## config.mk

```make
export PLATFORM = sky130hd
export DESIGN_NAME = cpu_run_controller
export DESIGN_NICKNAME = d
export VERILOG_FILES = /design/src/rtl/cpu_run_controller.sv
export SDC_FILE = /design/constraint.sdc
export NUM_CORES = 1
export LEC_CHECK = 0
export CAP_MARGIN = 20
export CORE_MARGIN = 3
export CORE_UTILIZATION = 35
export CTS_CLUSTER_DIAMETER = 200
export CTS_CLUSTER_SIZE = 14
export DETAILED_ROUTE_END_ITERATION = 8
export HOLD_SLACK_MARGIN = 0.02
export PLACE_DENSITY = 0.61
export SLEW_MARGIN = 20
export SYNTH_ARGS = -nofsm -noshare
export SYNTH_HDL_FRONTEND = slang
export SYNTH_SLANG_ARGS = --single-unit
```

## constraint.sdc

```tcl
create_clock -name clk -period 3.35 [get_ports clk]
set_input_delay 1.005 -clock clk [delete_from_list [all_inputs] [get_ports clk]]
set_output_delay 1.005 -clock clk [all_outputs]
set_load 0.01 [all_outputs]
```

## src/rtl/cpu_run_controller.sv

```systemverilog
// Run controller: holds the core in reset, then supervises RUN until halt or watchdog.
// Optional stall counter built when RUN_CTRL_STALL_COUNT_EN is defined.
module cpu_run_controller #(
  parameter int PC_W         = 32,
  parameter int CNT_W        = 32,
  parameter int RESET_CYCLES = 200,
  parameter int MAX_CYCLES   = 100000,
  parameter int HALT_STABLE  = 8
) (
  input  logic             clk,
  input  logic             reset,
  input  logic [PC_W-1:0]  pc,
  input  logic             inst_valid,
  input  logic             halt_req,
  output logic             cpu_reset,
  output logic             running,
  output logic             done,
  output logic             timeout,
  output logic [CNT_W-1:0] cycle_count,
  output logic [CNT_W-1:0] retired_count,
  output logic [PC_W-1:0]  final_pc,
  output logic [CNT_W-1:0] stall_cycles
);
  localparam int HOLD_W   = $clog2(RESET_CYCLES + 1);
  localparam int STABLE_W = $clog2(HALT_STABLE) + 1;

  typedef enum logic [1:0] {HOLD, RUN, DONE, TIMEOUT} state_t;

  state_t              state;
  logic [HOLD_W-1:0]   hold_cnt;
  logic [STABLE_W-1:0] stable_cnt;
  logic [PC_W-1:0]     pc_q;
  logic                pc_q_valid;
  logic                pc_eq, halt_cond, wdog_cond;

  assign pc_eq     = pc_q_valid && (pc == pc_q);
  assign halt_cond = halt_req || (pc_eq && stable_cnt == STABLE_W'(HALT_STABLE - 1));
  // Halt has priority over the watchdog when both fire on the same cycle.
  assign wdog_cond = !halt_cond && (cycle_count == CNT_W'(MAX_CYCLES - 1));

  always_ff @(posedge clk) begin
    if (reset) begin
      state         <= HOLD;
      hold_cnt      <= '0;
      stable_cnt    <= '0;
      pc_q          <= '0;
      pc_q_valid    <= 1'b0;
      cpu_reset     <= 1'b1;
      running       <= 1'b0;
      done          <= 1'b0;
      timeout       <= 1'b0;
      cycle_count   <= '0;
      retired_count <= '0;
      final_pc      <= '0;
    end else begin
      case (state)
        HOLD: begin
          hold_cnt <= hold_cnt + 1'b1;
          if (hold_cnt == HOLD_W'(RESET_CYCLES - 1)) begin
            state     <= RUN;
            cpu_reset <= 1'b0;
            running   <= 1'b1;
          end
        end
        RUN: begin
          if (cycle_count != '1) cycle_count <= cycle_count + 1'b1;
          if (inst_valid) retired_count <= retired_count + 1'b1;
          pc_q       <= pc;
          pc_q_valid <= 1'b1;
          stable_cnt <= pc_eq ? stable_cnt + 1'b1 : '0;
          if (halt_cond || wdog_cond) begin
            state    <= halt_cond ? DONE : TIMEOUT;
            final_pc <= pc;
            running  <= 1'b0;
            done     <= halt_cond;
            timeout  <= wdog_cond;
          end
        end
        default: ;
      endcase
    end
  end

`ifdef RUN_CTRL_STALL_COUNT_EN
  always_ff @(posedge clk) begin
    if (reset)
      stall_cycles <= '0;
    else if (state == RUN && !inst_valid && stall_cycles != '1)
      stall_cycles <= stall_cycles + 1'b1;
  end
`else
  assign stall_cycles = '0;
`endif
endmodule

```

# == Yosys cells after proc, flatten, opt, wreduce, memory -nomap -nowiden ==
# Index checks and enable logic that the tools add are counted.
# totals
register_bits,147
latchBits,0
ram_bits,0
rom_bits,0
input_bits,36
output_inout_bits,132
n_memories,0
# classes
n_addsub,4
multipliers,0
n_div,0
magnitude_cmp,0
n_eq_ne,8
n_shift,0
muxes,8
n_bitwise,0
n_reduce_logical,13
# ops
op,count
adder 32 x 1 -> 32 bit (second input constant),2
equality test 32 x 17 -> 1 bit (second input constant),1
equality test 32 bit,1
!= test 32 bit (second input constant),1
adder 8 x 1 -> 8 bit (second input constant),1
equality test 8 bit (second input constant),1
AND reduction 2 bit,4
adder 4 x 1 -> 4 bit (second input constant),1
equality test 4 x 3 -> 1 bit (second input constant),1
2-to-1 mux 2 bit,2
2-to-1 mux 4 bit,1
!= test 2 bit (second input constant),2
one-hot mux 2 bit (2 select lines),1
logical AND 1 bit,3
2-to-1 mux 1 bit,3
AND reduction 3 bit,1
equality test 2 x 1 -> 1 bit (second input constant),1
logical NOT 2 bit,1
logical OR 1 bit,2
one-hot mux 1 bit (2 select lines),1
nonzero test 2 bit,1
logical NOT 1 bit,1

# == Longest topological paths before layout ==
# depth
depth_word,9
mapped_depth,8
depth_no_buf,7

# == Worst setup path after synthesis ==
# No wires, ideal clock.
# synth_timing
kind,input -> register
from,input port pc[20]
to,register final_pc[10]
arrival_ns,2.664
required_time_ns,3.230
setup_slack_ns,0.567
stages,7
cell_sequence,inv_1 -> a2111o_1 -> or4_4 -> nor4_4 -> a211oi_2 -> buf_6 -> mux2i_1
# synth_between
elab_chain_cells,8
# synth_rtl
element,line,text
"start, declared",12,"input logic [PC_W-1:0] pc,"
equality test 32 bit (*),36,assign pc_eq = pc_q_valid && (pc == pc_q);
logical AND 1 bit (*),36,
logical AND 1 bit (*),37,assign halt_cond = halt_req || (pc_eq && stable_cnt == STABLE_W'(HALT_STABLE - 1));
logical OR 1 bit (*),37,
logical NOT 1 bit,39,assign wdog_cond = !halt_cond && (cycle_count == CNT_W'(MAX_CYCLES - 1));
logical AND 1 bit,39,
logical OR 1 bit (*),71,if (halt_cond || wdog_cond) begin
AND reduction 2 bit (no line) (*),n/a,
"end signal, assigned",73,final_pc <= pc;
"end, declared",21,"output logic [PC_W-1:0] final_pc,"
# Mark *: on every way between the ends. The rest lies on a longest branch, timed or not.
# A chain may end at the register's enable or synchronous reset.

# == Final worst setup path ==
# layout_timing
from,input port pc[3]
to,register final_pc[27]
# Same word-level chain as after synthesis.

==> flow_metrics.py <==
metrics = {
    "timing": {
        "slew_violations": 0,
        "post-route-period-util_pct": 90.9,
        "layout_setup_ws_ns": 0.305,
        "fin_crit_ns": 3.04,
        "worst_pin_slew_ns": 0.742,
        "setup_viol": 0,
        "rsz0062_at_grt": "false",
        "setup_tns_ns": 0,
        "timing.hold.ws_ns": 0.455,
        "finClkSkew_ns": 0.00944,
        "slew_headroom_pct": 50.3,
        "finalHoldViolCount": 0,
        "fmax_mhz": 328,
    },
    "grt": {
        "grt_max_degree": 60,
        "antenna_found_initial": 0,
        "grt_pass1_vias": 5345,
        "grt_pass1_wl_um": 27700,
        "groute.usage.overall_pct": 15.6,
        "grt_overflow": 0,
    },
    "place": {
        "gp_congestion": 0.792,
        "pre_cts_ws_ns": -0.118,
        "dp_hpwl_um": 12000,
        "io_buffers": 135,
        "dp_cells": 1199,
    },
    "setup_path": {
        "worstPathRequired_ns": 3.65,
        "cp_slowest_cell": "clkdlybuf4s50_1",
        "cp-start-kind": "primary input",
        "end_kind": "flop",
        "critical_path_arrival_ns": 3.34,
        "crit_type": "in2reg",
        "crit_chain": "clkdlybuf4s50_1 -> nor2b_1 -> a2111o_1 -> or4_4 -> nor4_4 -> a211oi_4 -> buf_4 -> mux2i_1",
        "critPathMaxFanout": 8,
        "cp_slowest_stage_delay_ns": 0.56,
    },
    "final_layout": {
        "final_nets": 998,
        "drive_above_1_share_pct": 7.32,
        "layoutNonFillerInstCount": 1230,
        "area_growth_pct": 32.9,
        "antennaDiodeCount": 0,
    },
    "clocking": {
        "cts_made_buffers": 17,
        "hold_buffers": 0,
        "clockBufferDepth": 2,
        "ctsResizeCount": 0,
        "clockRootBuffer": "clkbuf_16",
        "cts_num_sinks": 147,
        "clk_latency_ns": 0.42,
        "cts.reportedPaths.clkPinSlew_ns": 0.06,
        "cts_max_level": 4,
        "cts_setup_buffers": 0,
        "cts_tree": "yes",
    },
    "synth": {
        "ys_types": 46,
        "yosysTopAreaCellShare_pct": 42.4,
        "syn_avg_cell_area_sq_um": 8.57,
        "yosys.area.top_type": "dfxtp_1",
        "synth_edf_count": 0,
        "synth-async-reset-ratio_pct": 0,
        "yosysWarnings": 0,
        "ys_ff_latch": 147,
        "yosys-top-cells-area": "dfxtp_1 (42%), xor2_1 (7.5%), nand2b_1 (6.8%), nand2_1 (5.3%), mux2i_1 (4.8%)",
        "synth_cells": 809,
        "syn_area_sq_um": 6930,
        "synthFlopType": "dfxtp_1",
        "ys_seq_area_share_pct": 42.4,
    },
    "detailed_routing": {
        "dr.pass1.iters": 4,
        "wl_um": 17000,
        "drc": 0,
        "vias_per_cell": 4.64,
        "drtIter0Drc": 272,
        "vias": 5705,
        "wl_per_cell_um": 13.8,
        "drt.antenna.violating_nets": 0,
    },
    "floorplan": {
        "dieWidth_um": 147,
        "rows": 50,
        "pin_count": 168,
        "die_h_um": 147,
        "core_area_sq_um": 19100,
        "die_area_sq_um": 21500,
        "start_util_pct": 36.3,
    },
    "power_and_ir_drop": {
        "clockPowerShare_pct": 49.8,
        "ir_drop_v": 0.000342,
        "internal_power_mw": 3.02,
        "switching_share_pct": 21.4,
        "p_sw_mw": 0.820,
        "seqPwrFrac_pct": 45.7,
        "cellPowerDensity_nw_per_um2": 417,
        "power_leakage_nw": 3.52,
        "combPwrFrac_pct": 4.5,
    },
    "hold_path": {
        "hold_path.class": "reg2reg",
    },
    "run_status": {
        "status": "finished clean",
    },
    "run": {
        "maxCapViolCount": 0,
    },
}
-- critical path, delay by kind of cell --
kind | cells | cell delay [ns]
AO/OA/AOI/OAI | 2 | 0.47
buffers and inverters | 2 | 0.81
multiplexers | 1 | 0.13
AND/OR/NAND/NOR | 3 | 0.92
-- layout by cell type, fill, tap and decap left out, drive strengths merged, types with 14 or more instances in the layout --
| cell type | count |
|---|---|
| clkdlybuf4s50 | 134 |
| nor4 | 17 |
| and3 | 14 |
| nor2b | 14 |
| dfxtp | 147 |
| nand2b | 75 |
| nor2 | 75 |
| xor2 | 59 |
| xnor2 | 18 |
| mux2i | 33 |
| buf | 33 |
| nand3 | 31 |
| nand4 | 26 |
| nand2 | 98 |
| clkbuf | 22 |
| conb | 32 |
| a21oi | 50 |
-- cells by family after synthesis --
group                      after synthesis  synth area share [%]
and+or+nand+nor                        389                  29.4
AOI/OAI and AO/OA                       78                  6.52
adders and majority gates                4                 0.722
muxes                                   33                  4.76
other                                    1                0.0541
xor gates and xnor gates                77                  9.73
buffers and inverters                   80                  6.41
DFF                                    147                  42.4
-- per-stage QoR --
stage | util [%] | cell area [sq um] | total power, mW
floorplan | - | 7050 | 1.90
global placement | 45.2 | 8630 | 1.97
detailed placement | 45.2 | 8630 | 1.97
CTS | 48.3 | 9220 | 3.90
global route | 48.3 | 9220 | 3.99
finish | 48.3 | 9220 | 3.84
-- flip-flops by register name, summed over array words and instances, names as in the netlist --
| name | flops |
|---|---|
| final_pc | 32 |
| running | 1 |
| done | 1 |
| pc_q_valid | 1 |
| cycle_count | 32 |
| hold_cnt | 8 |
| cpu_reset | 1 |
| retired_count | 32 |
| pc_q | 32 |
| state | 2 |
| stable_cnt | 4 |
| timeout | 1 |
-- synthesized netlist by cell type, drive strengths merged (2+ instances only) --
master and n:
dfxtp 147, nand2 98, nand2b 75, nor2 75, xor2 59, a21oi 50, buf 40, mux2i 33
nand3 31, clkbuf 28, nand4 26, xnor2 18, nor4 17, and3 14, nor2b 14, inv 12
o21ai 12, or3 11, and4 9, nor3 9, ha 4, a31oi 3, and2 3, o2111ai 3
a2111oi 2, a211oi 2, nand4b 2, o21a 2
-- final timing paths --
path	from	to	slack, ns	cells past startpoint
hold reg to reg	pc_q[25]	pc_q[25]	0.46	2
hold / removal	pc_q[25]	pc_q[25]	0.46	2
setup reg to reg	cycle_count[18]	cycle_count[4]	1.00	6
setup / recovery	pc[3]	final_pc[27]	0.31	8
-- cell type report --
class | count | area (sq um)
Clock buffer | 22 | 454
Sequential cell | 147 | 2940
Multi-Input combinational cell | 613 | 3680
Clock inverter | 9 | 130
Tap cell | 260 | 325
Inverter | 12 | 45.0
Fill cell | 1834 | 9860
Timing Repair Buffer | 167 | 1640
-- power groups by stage --
stage	registers [mW]	clock network, mW	logic, mW
finish	1.75	1.91	0.175
global route	1.75	2.04	0.191
CTS	1.75	1.97	0.176
detailed placement	1.79	0	0.174
global placement	1.79	0	0.175
floorplan	1.79	0	0.109
-- routing by layer --
metal / share of wire (%) / global-route usage, % / vias to the layer above
li1: - / - / 2967
met1: 51 / 21.7 / 2583
met2: 43 / 23.7 / 140
met3: 5.0 / 4.16 / 15
met4: 0.98 / 4.42 / 0
met5: 0 / 0 / -
(Power assumes the default switching activity.)
